<file path="src/rtl/daten_bus_bruecke.sv">
// daten_bus_bruecke: bridge between the CPU data port, the data RAM and a bank of
// memory-mapped I/O registers.
//
// Each transaction runs IDLE -> (RAM_WARTEN | ANTWORT) -> ENDE -> IDLE.
// Address bit 31 = 0 selects the RAM and bit 31 = 1 selects I/O, indexed by address[7:0].
// Index < IO_REGS is an output register. Index == IO_REGS is the status register
// (sticky error bit; any write clears it). Any larger index is a bus error.
//
// Ports:
//   Clock, Reset                    clock (rising edge), asynchronous active-low reset
//   LeseDaten, SchreibeDaten        CPU read/write request levels, held until acknowledged
//   DatenAdresse, DatenRaus         CPU address and write data
//   DatenRein                       read data to the CPU, changes only on read completion
//   DatenGeladen, DatenGespeichert  one-cycle read/write acknowledge
//   BusFehler                       transaction error, valid during an acknowledge
//   RAMLeseDaten, RAMSchreibeDaten  registered RAM strobes
//   RAMAdresse, RAMDatenSchreiben   latched address and write data
//   RAMDatenLesen                   RAM read data
//   RAMDatenGeladen/-Gespeichert    RAM completion
//   IOAusgang                       I/O registers, register k at [k*IO_WIDTH +: IO_WIDTH]
module daten_bus_bruecke #(
  parameter int unsigned WORDSIZE = 32,
  parameter int unsigned IO_REGS  = 4,
  parameter int unsigned IO_WIDTH = 8,
  parameter int unsigned TIMEOUT  = 15
) (
  input  logic                         Clock,
  input  logic                         Reset,
  input  logic                         LeseDaten,
  input  logic                         SchreibeDaten,
  input  logic [31:0]                  DatenAdresse,
  input  logic [WORDSIZE-1:0]          DatenRaus,
  output logic [WORDSIZE-1:0]          DatenRein,
  output logic                         DatenGeladen,
  output logic                         DatenGespeichert,
  output logic                         BusFehler,
  output logic                         RAMLeseDaten,
  output logic                         RAMSchreibeDaten,
  output logic [31:0]                  RAMAdresse,
  output logic [WORDSIZE-1:0]          RAMDatenSchreiben,
  input  logic [WORDSIZE-1:0]          RAMDatenLesen,
  input  logic                         RAMDatenGeladen,
  input  logic                         RAMDatenGespeichert,
  output logic [IO_REGS*IO_WIDTH-1:0]  IOAusgang
);

  localparam int unsigned CntW = $clog2(TIMEOUT + 1);
  // Counter value during the last strobe cycle before a timeout.
  localparam logic [CntW-1:0] TimeoutLast = CntW'(TIMEOUT - 1);

  typedef enum logic [1:0] {StIdle, StRamWarten, StAntwort, StEnde} state_e;

  state_e                      state_q, state_d;
  logic [31:0]                 adr_q, adr_d;
  logic [WORDSIZE-1:0]         wdata_q, wdata_d;
  logic [WORDSIZE-1:0]         rdata_q, rdata_d;
  logic                        is_write_q, is_write_d;
  logic                        err_q, err_d;
  logic                        sticky_q, sticky_d;
  logic                        ram_rd_q, ram_rd_d;
  logic                        ram_wr_q, ram_wr_d;
  logic [CntW-1:0]             cnt_q, cnt_d;
  logic [IO_REGS*IO_WIDTH-1:0] io_q, io_d;

  logic                        req, req_both, is_io;
  logic [7:0]                  idx;
  logic                        idx_valid, idx_status;
  logic                        ram_done, cnt_last;
  logic [WORDSIZE-1:0]         io_rd_val;

  always_comb begin
    req        = LeseDaten | SchreibeDaten;
    req_both   = LeseDaten & SchreibeDaten;
    is_io      = DatenAdresse[31];
    idx        = DatenAdresse[7:0];
    idx_valid  = 32'(idx) < IO_REGS;
    idx_status = 32'(idx) == IO_REGS;
    ram_done   = (ram_rd_q & RAMDatenGeladen) | (ram_wr_q & RAMDatenGespeichert);
    cnt_last   = cnt_q == TimeoutLast;
  end

  // Read value of the addressed I/O location; invalid indices read as zero.
  always_comb begin
    io_rd_val = '0;
    if (idx_status) begin
      io_rd_val[0] = sticky_q;
    end else begin
      for (int unsigned k = 0; k < IO_REGS; k++) begin
        if (32'(idx) == k) io_rd_val[IO_WIDTH-1:0] = io_q[k*IO_WIDTH +: IO_WIDTH];
      end
    end
  end

  // State register
  always_ff @(posedge Clock or negedge Reset) begin
    if (!Reset) state_q <= StIdle;
    else        state_q <= state_d;
  end

  // Next-state logic
  always_comb begin
    state_d = state_q;
    unique case (state_q)
      StIdle: begin
        if (req) begin
          if (req_both || is_io) state_d = StAntwort;
          else                   state_d = StRamWarten;
        end
      end
      StRamWarten: if (ram_done || cnt_last) state_d = StAntwort;
      StAntwort:   state_d = StEnde;
      StEnde:      if (!req) state_d = StIdle;
      default:     state_d = StIdle;
    endcase
  end

  // Output logic
  always_comb begin
    DatenGeladen      = (state_q == StAntwort) && !is_write_q;
    DatenGespeichert  = (state_q == StAntwort) && is_write_q;
    BusFehler         = (state_q == StAntwort) && err_q;
    DatenRein         = rdata_q;
    RAMLeseDaten      = ram_rd_q;
    RAMSchreibeDaten  = ram_wr_q;
    RAMAdresse        = adr_q;
    RAMDatenSchreiben = wdata_q;
    IOAusgang         = io_q;
  end

  // Datapath next-state
  always_comb begin
    adr_d      = adr_q;
    wdata_d    = wdata_q;
    rdata_d    = rdata_q;
    is_write_d = is_write_q;
    err_d      = err_q;
    sticky_d   = sticky_q;
    ram_rd_d   = ram_rd_q;
    ram_wr_d   = ram_wr_q;
    cnt_d      = cnt_q;
    io_d       = io_q;

    if (state_q == StIdle && req) begin
      adr_d      = DatenAdresse;
      wdata_d    = DatenRaus;
      // A double request is answered with a read-type acknowledge.
      is_write_d = SchreibeDaten & ~LeseDaten;
      err_d      = 1'b0;
      if (req_both) begin
        err_d = 1'b1;
      end else if (is_io) begin
        if (!idx_valid && !idx_status) err_d = 1'b1;
        if (SchreibeDaten) begin
          if (idx_status) sticky_d = 1'b0;
          for (int unsigned k = 0; k < IO_REGS; k++) begin
            if (32'(idx) == k) io_d[k*IO_WIDTH +: IO_WIDTH] = DatenRaus[IO_WIDTH-1:0];
          end
        end else begin
          rdata_d = io_rd_val;
        end
      end else begin
        ram_rd_d = LeseDaten;
        ram_wr_d = SchreibeDaten;
        cnt_d    = '0;
      end
    end

    if (state_q == StRamWarten) begin
      // Completion wins over a timeout in the same cycle.
      if (ram_done) begin
        ram_rd_d = 1'b0;
        ram_wr_d = 1'b0;
        if (ram_rd_q) rdata_d = RAMDatenLesen;
      end else if (cnt_last) begin
        ram_rd_d = 1'b0;
        ram_wr_d = 1'b0;
        err_d    = 1'b1;
        if (ram_rd_q) rdata_d = '0;
      end else begin
        cnt_d = cnt_q + 1'b1;
      end
    end

    // Setting the sticky bit has priority over a clear.
    if (state_q == StAntwort && err_q) sticky_d = 1'b1;
  end

  always_ff @(posedge Clock or negedge Reset) begin
    if (!Reset) begin
      adr_q      <= '0;
      wdata_q    <= '0;
      rdata_q    <= '0;
      is_write_q <= 1'b0;
      err_q      <= 1'b0;
      sticky_q   <= 1'b0;
      ram_rd_q   <= 1'b0;
      ram_wr_q   <= 1'b0;
      cnt_q      <= '0;
      io_q       <= '0;
    end else begin
      adr_q      <= adr_d;
      wdata_q    <= wdata_d;
      rdata_q    <= rdata_d;
      is_write_q <= is_write_d;
      err_q      <= err_d;
      sticky_q   <= sticky_d;
      ram_rd_q   <= ram_rd_d;
      ram_wr_q   <= ram_wr_d;
      cnt_q      <= cnt_d;
      io_q       <= io_d;
    end
  end

endmodule

</file>
<file path="config.mk">
export PLATFORM = sky130hd
export DESIGN_NAME = daten_bus_bruecke
export DESIGN_NICKNAME = d
export VERILOG_FILES = /design/src/rtl/daten_bus_bruecke.sv
export SDC_FILE = /design/constraint.sdc
export NUM_CORES = 1
export LEC_CHECK = 0
export CORE_UTILIZATION = 46
export DETAILED_ROUTE_END_ITERATION = 8
export GPL_ROUTABILITY_DRIVEN = 0
export PLACE_DENSITY = 0.89
export SYNTH_ARGS = -nofsm -noshare
export SYNTH_HDL_FRONTEND = slang
export SYNTH_SLANG_ARGS = --single-unit
</file>
<file path="constraint.sdc">
create_clock -name Clock -period 3.32 [get_ports Clock]
set_input_delay 0.332 -clock Clock [delete_from_list [all_inputs] [get_ports Clock]]
set_output_delay 0.332 -clock Clock [all_outputs]
set_load 0.01 [all_outputs]
</file>
==> flow_metrics.py <==
metrics = {
    "status": {
        "outcome": "finished clean",
    },
    "floorplanning": {
        "die-height_um": 119,
        "placeableCoreArea_sq_um": 13300,
        "boundaryPins": 235,
        "num_rows": 42,
        "chipWidth_um": 119,
        "dieArea_sq_um": 14200,
        "initial_util_pct": 47.4,
    },
    "layout": {
        "antenna_diode_count": 0,
        "fin_cells": 942,
        "drive_above_1_share_pct": 20.1,
        "seq_area_sq_um": 3480,
        "final_util_pct": 71.3,
        "fillCellCount": 914,
        "multiInputGateArea_sq_um": 2660,
        "area.growth.synth_to_final_pct": 50.5,
        "nets": 862,
    },
    "cts": {
        "clock_path_buffers": 2,
        "cts_htree_levels": 4,
        "tritoncts.num_buffers": 17,
        "numClockSinks": 139,
        "tritoncts": "done",
        "clk_latency_ns": 0.41,
        "path_clk_slew_ns": 0.06,
        "clockRootBuffer": "sky130_fd_sc_hd__clkbuf_16",
    },
    "global_route": {
        "grt_pass1_wl_mm": 28.5,
        "gr_ovfl_total": 0,
        "number_of_global_route_vias_before_repair": 5550,
        "antenna_found_initial": 0,
        "grt_start_max_net_pins": 87,
        "grt_use_total_pct": 25.9,
    },
    "logic_synthesis": {
        "syn_nets": 635,
        "post_synth_instance_area_sq_um": 6300,
        "syn-mean-instance-area_sq_um": 12.0,
        "yosys_most_used_dff": "sky130_fd_sc_hd__dfrtp_1",
        "synth_cells": 527,
        "postSynth.asyncResetShare_pct": 100,
        "seq_area_frac_synth_pct": 55.2,
        "synth.yosys.warnings": 0,
        "synth_edf_count": 0,
        "synthesized_flop_and_latch_total": 139,
        "netlist-cell-type-count": 45,
    },
    "setup_path": {
        "timing.setup.critical_path_class": "register to register",
        "critical_path.slowest_cell": "sky130_fd_sc_hd__and3b_1",
        "timing.critical_path.fanout_max": 11,
        "required_ns": 3.62,
        "worst_path_largest_cell_delay_ns": 0.47,
        "crit_path_end_kind": "register",
        "crit_path_cell_trace": "inv_1 -> ha_1 -> nand4b_1 -> nor4_4 -> and3b_1 -> mux2_2",
        "critical_path_arrival_ns": 2.82,
        "critical_path.startpoint_type": "register",
    },
    "detailed_routing": {
        "via_count_of_the_routed_design": 5218,
        "final_antenna_net_count": 0,
        "drt-pass1-iter-count": 6,
        "drtIter0Drc": 358,
        "detail_route.wirelength_mm": 17.8,
        "detail_route.drc_violations": 0,
        "drt_via_density": 5.54,
        "routed_wire_length_per_instance_um": 18.9,
    },
    "sta": {
        "fmaxAchievable_mhz": 397,
        "setup-violations-final": 0,
        "final_layout_setup_total_negative_slack_ns": 0,
        "finalWorstPathRequiredPeriod_ns": 2.52,
        "worst_hold_slack_ns": 0.492,
        "unrepaired_setup_endpoints_after_global_routing": "no",
        "fin_skew_ns": 0.00446,
        "timing.max_slew.rel_slack_pct": 46.5,
        "layout_worst_path_cycle_share_pct": 75.9,
        "timing_hold_violations_final": 0,
        "tightest_slew_ns": 0.803,
        "drv_slew": 0,
    },
    "power": {
        "totalPowerFinal_mw": 8.13,
        "vdd.ir_drop.worst_v": 0.000665,
        "leakagePower_nw": 4.06,
        "p_per_area_nw_per_um2": 857,
    },
    "hold_path": {
        "worst_hold_check_path_type": "input pin to register",
    },
    "flow_run": {
        "drv_cap": 0,
    },
    "place": {
        "buffer_ports.inserted": 234,
        "placed_cells_incl_taps": 910,
        "place_hpwl_mm": 12.6,
    },
}
==> cells by family after synthesis <==
group / count (synthesis) / share of synthesized area, %
flops: 139 / 55.2
simple gates: 123 / 10.0
mux: 112 / 20.0
compound gates: 104 / 10.6
buf+inv: 42 / 2.76
fa+ha+maj: 6 / 1.19
xor+xnor: 1 / 0.139
==> synth_stat cells, types with 2 or more instances <==
| master | n | share of area [%] |
|---|---|---|
| sky130_fd_sc_hd__dfrtp_1 | 139 | 55 |
| sky130_fd_sc_hd__mux2_2 | 103 | 18 |
| sky130_fd_sc_hd__nand3_1 | 53 | 4.2 |
| sky130_fd_sc_hd__nand2_1 | 37 | 2.2 |
| sky130_fd_sc_hd__a21oi_1 | 32 | 2.5 |
| sky130_fd_sc_hd__clkbuf_1 | 26 | 1.5 |
| sky130_fd_sc_hd__o211ai_1 | 26 | 3.1 |
| sky130_fd_sc_hd__o21ai_0 | 13 | 1.0 |
| sky130_fd_sc_hd__o22ai_1 | 9 | 0.89 |
| sky130_fd_sc_hd__mux2i_1 | 8 | 1.3 |
| sky130_fd_sc_hd__a32oi_1 | 7 | 0.97 |
| sky130_fd_sc_hd__buf_2 | 7 | 0.56 |
| sky130_fd_sc_hd__nor2_1 | 7 | 0.42 |
| sky130_fd_sc_hd__ha_1 | 6 | 1.2 |
| sky130_fd_sc_hd__a22oi_1 | 4 | 0.48 |
| sky130_fd_sc_hd__and2_1 | 4 | 0.40 |
| sky130_fd_sc_hd__buf_1 | 4 | 0.24 |
| sky130_fd_sc_hd__inv_1 | 4 | 0.24 |
| sky130_fd_sc_hd__nand2b_1 | 4 | 0.40 |
| sky130_fd_sc_hd__nor2b_1 | 3 | 0.30 |
| sky130_fd_sc_hd__o21a_1 | 3 | 0.36 |
| sky130_fd_sc_hd__a21o_1 | 2 | 0.24 |
| sky130_fd_sc_hd__nand3b_1 | 2 | 0.24 |
| sky130_fd_sc_hd__nand4b_1 | 2 | 0.28 |
| sky130_fd_sc_hd__o31ai_1 | 2 | 0.24 |
==> power breakdown <==
group / total [mW] / internal, mW / switching, mW
registers: 2.73 / 2.31 / 0.420
clock network: 2.06 / 1.36 / 0.697
logic: 3.34 / 1.91 / 1.43
==> cell usage in the layout, fill, tap and decap left out, types with 3 or more instances in the layout <==
cell	n
sky130_fd_sc_hd__clkdlybuf4s50_1	233
sky130_fd_sc_hd__dfrtp_1	139
sky130_fd_sc_hd__mux2_2	103
sky130_fd_sc_hd__nand3_1	53
sky130_fd_sc_hd__nand2_1	37
sky130_fd_sc_hd__a21oi_1	32
sky130_fd_sc_hd__o211ai_1	26
sky130_fd_sc_hd__clkbuf_16	17
sky130_fd_sc_hd__o21ai_0	12
sky130_fd_sc_hd__o22ai_1	9
sky130_fd_sc_hd__buf_4	9
sky130_fd_sc_hd__mux2i_1	8
sky130_fd_sc_hd__nor2_1	7
sky130_fd_sc_hd__a32oi_1	7
sky130_fd_sc_hd__ha_1	6
sky130_fd_sc_hd__bufinv_16	5
sky130_fd_sc_hd__and2_1	4
sky130_fd_sc_hd__a22oi_1	4
sky130_fd_sc_hd__nand2b_1	4
sky130_fd_sc_hd__inv_1	4
sky130_fd_sc_hd__clkinv_2	4
sky130_fd_sc_hd__nor2b_1	3
sky130_fd_sc_hd__o21a_1	3
==> per-layer routing <==
metal  vias up  wire [um]  global-route usage [%]
li1       2380          -                       -
met1      2599       6760                    29.0
met2       211       9230                    45.4
met4         0        314                    9.34
met3        28       1460                    9.05
met5         -          0                       0
==> repair_timing <==
item	in CTS	in global routing
hold buffers	1	0
gates resized for setup	0	0
buffers inserted	0	0
endpoints found under the hold margin	24	0
==> path summary, 6_finish.rpt <==
| check | start | depth (start not counted) | slack (ns) | to |
|---|---|---|---|---|
| worst max-delay path | state_q[0]$_DFFE_PN0P_ | 6 | 0.80 | IOAusgang[15]$_DFFE_PN0P_ |
| worst max register to register | state_q[0]$_DFFE_PN0P_ | 6 | 0.80 | IOAusgang[15]$_DFFE_PN0P_ |
| max in group asynchronous | Reset | 3 | 1.96 | DatenRein[2]$_DFF_PN0_ |
| worst min register to register | RAMDatenSchreiben[2]$_DFFE_PN0P_ | 1 | 0.50 | RAMDatenSchreiben[2]$_DFFE_PN0P_ |
| worst min-delay path | RAMDatenLesen[22] | 3 | 0.49 | DatenRein[22]$_DFF_PN0_ |
| min in group asynchronous | Reset | 2 | 0.53 | RAMAdresse[17]$_DFFE_PN0P_ |
==> critical path: cells and delay by family (launching register included) <==
family / cells / cell delay [ns]
mux: 1 / 0.39
buf+inv: 1 / 0.11
fa+ha+maj: 1 / 0.42
simple gates: 3 / 1.08
flops: 1 / 0.41
==> cell type report <==
type	instances	area share [%]
sequential	139	36.7
multi-input combinational	346	28.1
timing repair buffer	246	26.0
clock buffer	19	4.78
tap	176	2.32
clock inverter	12	2.06
inverter	4	0.158
==> through the flow <==
stage,setup WS [ns],instance area (sq um)
finish,0.801,9480
global route,0.673,9480
CTS,0.821,9480
detailed placement,0.504,8820
global placement,0.566,8820
floorplan,1.23,6300
==> state kept, by name, summed over array words and instances, names as in the netlist <==
name and flops:
IOAusgang 32, RAMSchreibeDaten 1, state_q 2, sticky_q 1, RAMLeseDaten 1, DatenRein 32, RAMDatenSchreiben 32, err_q 1
is_write_q 1, RAMAdresse 32, cnt_q 4
Note: power is estimated with default switching activity, not from simulation.
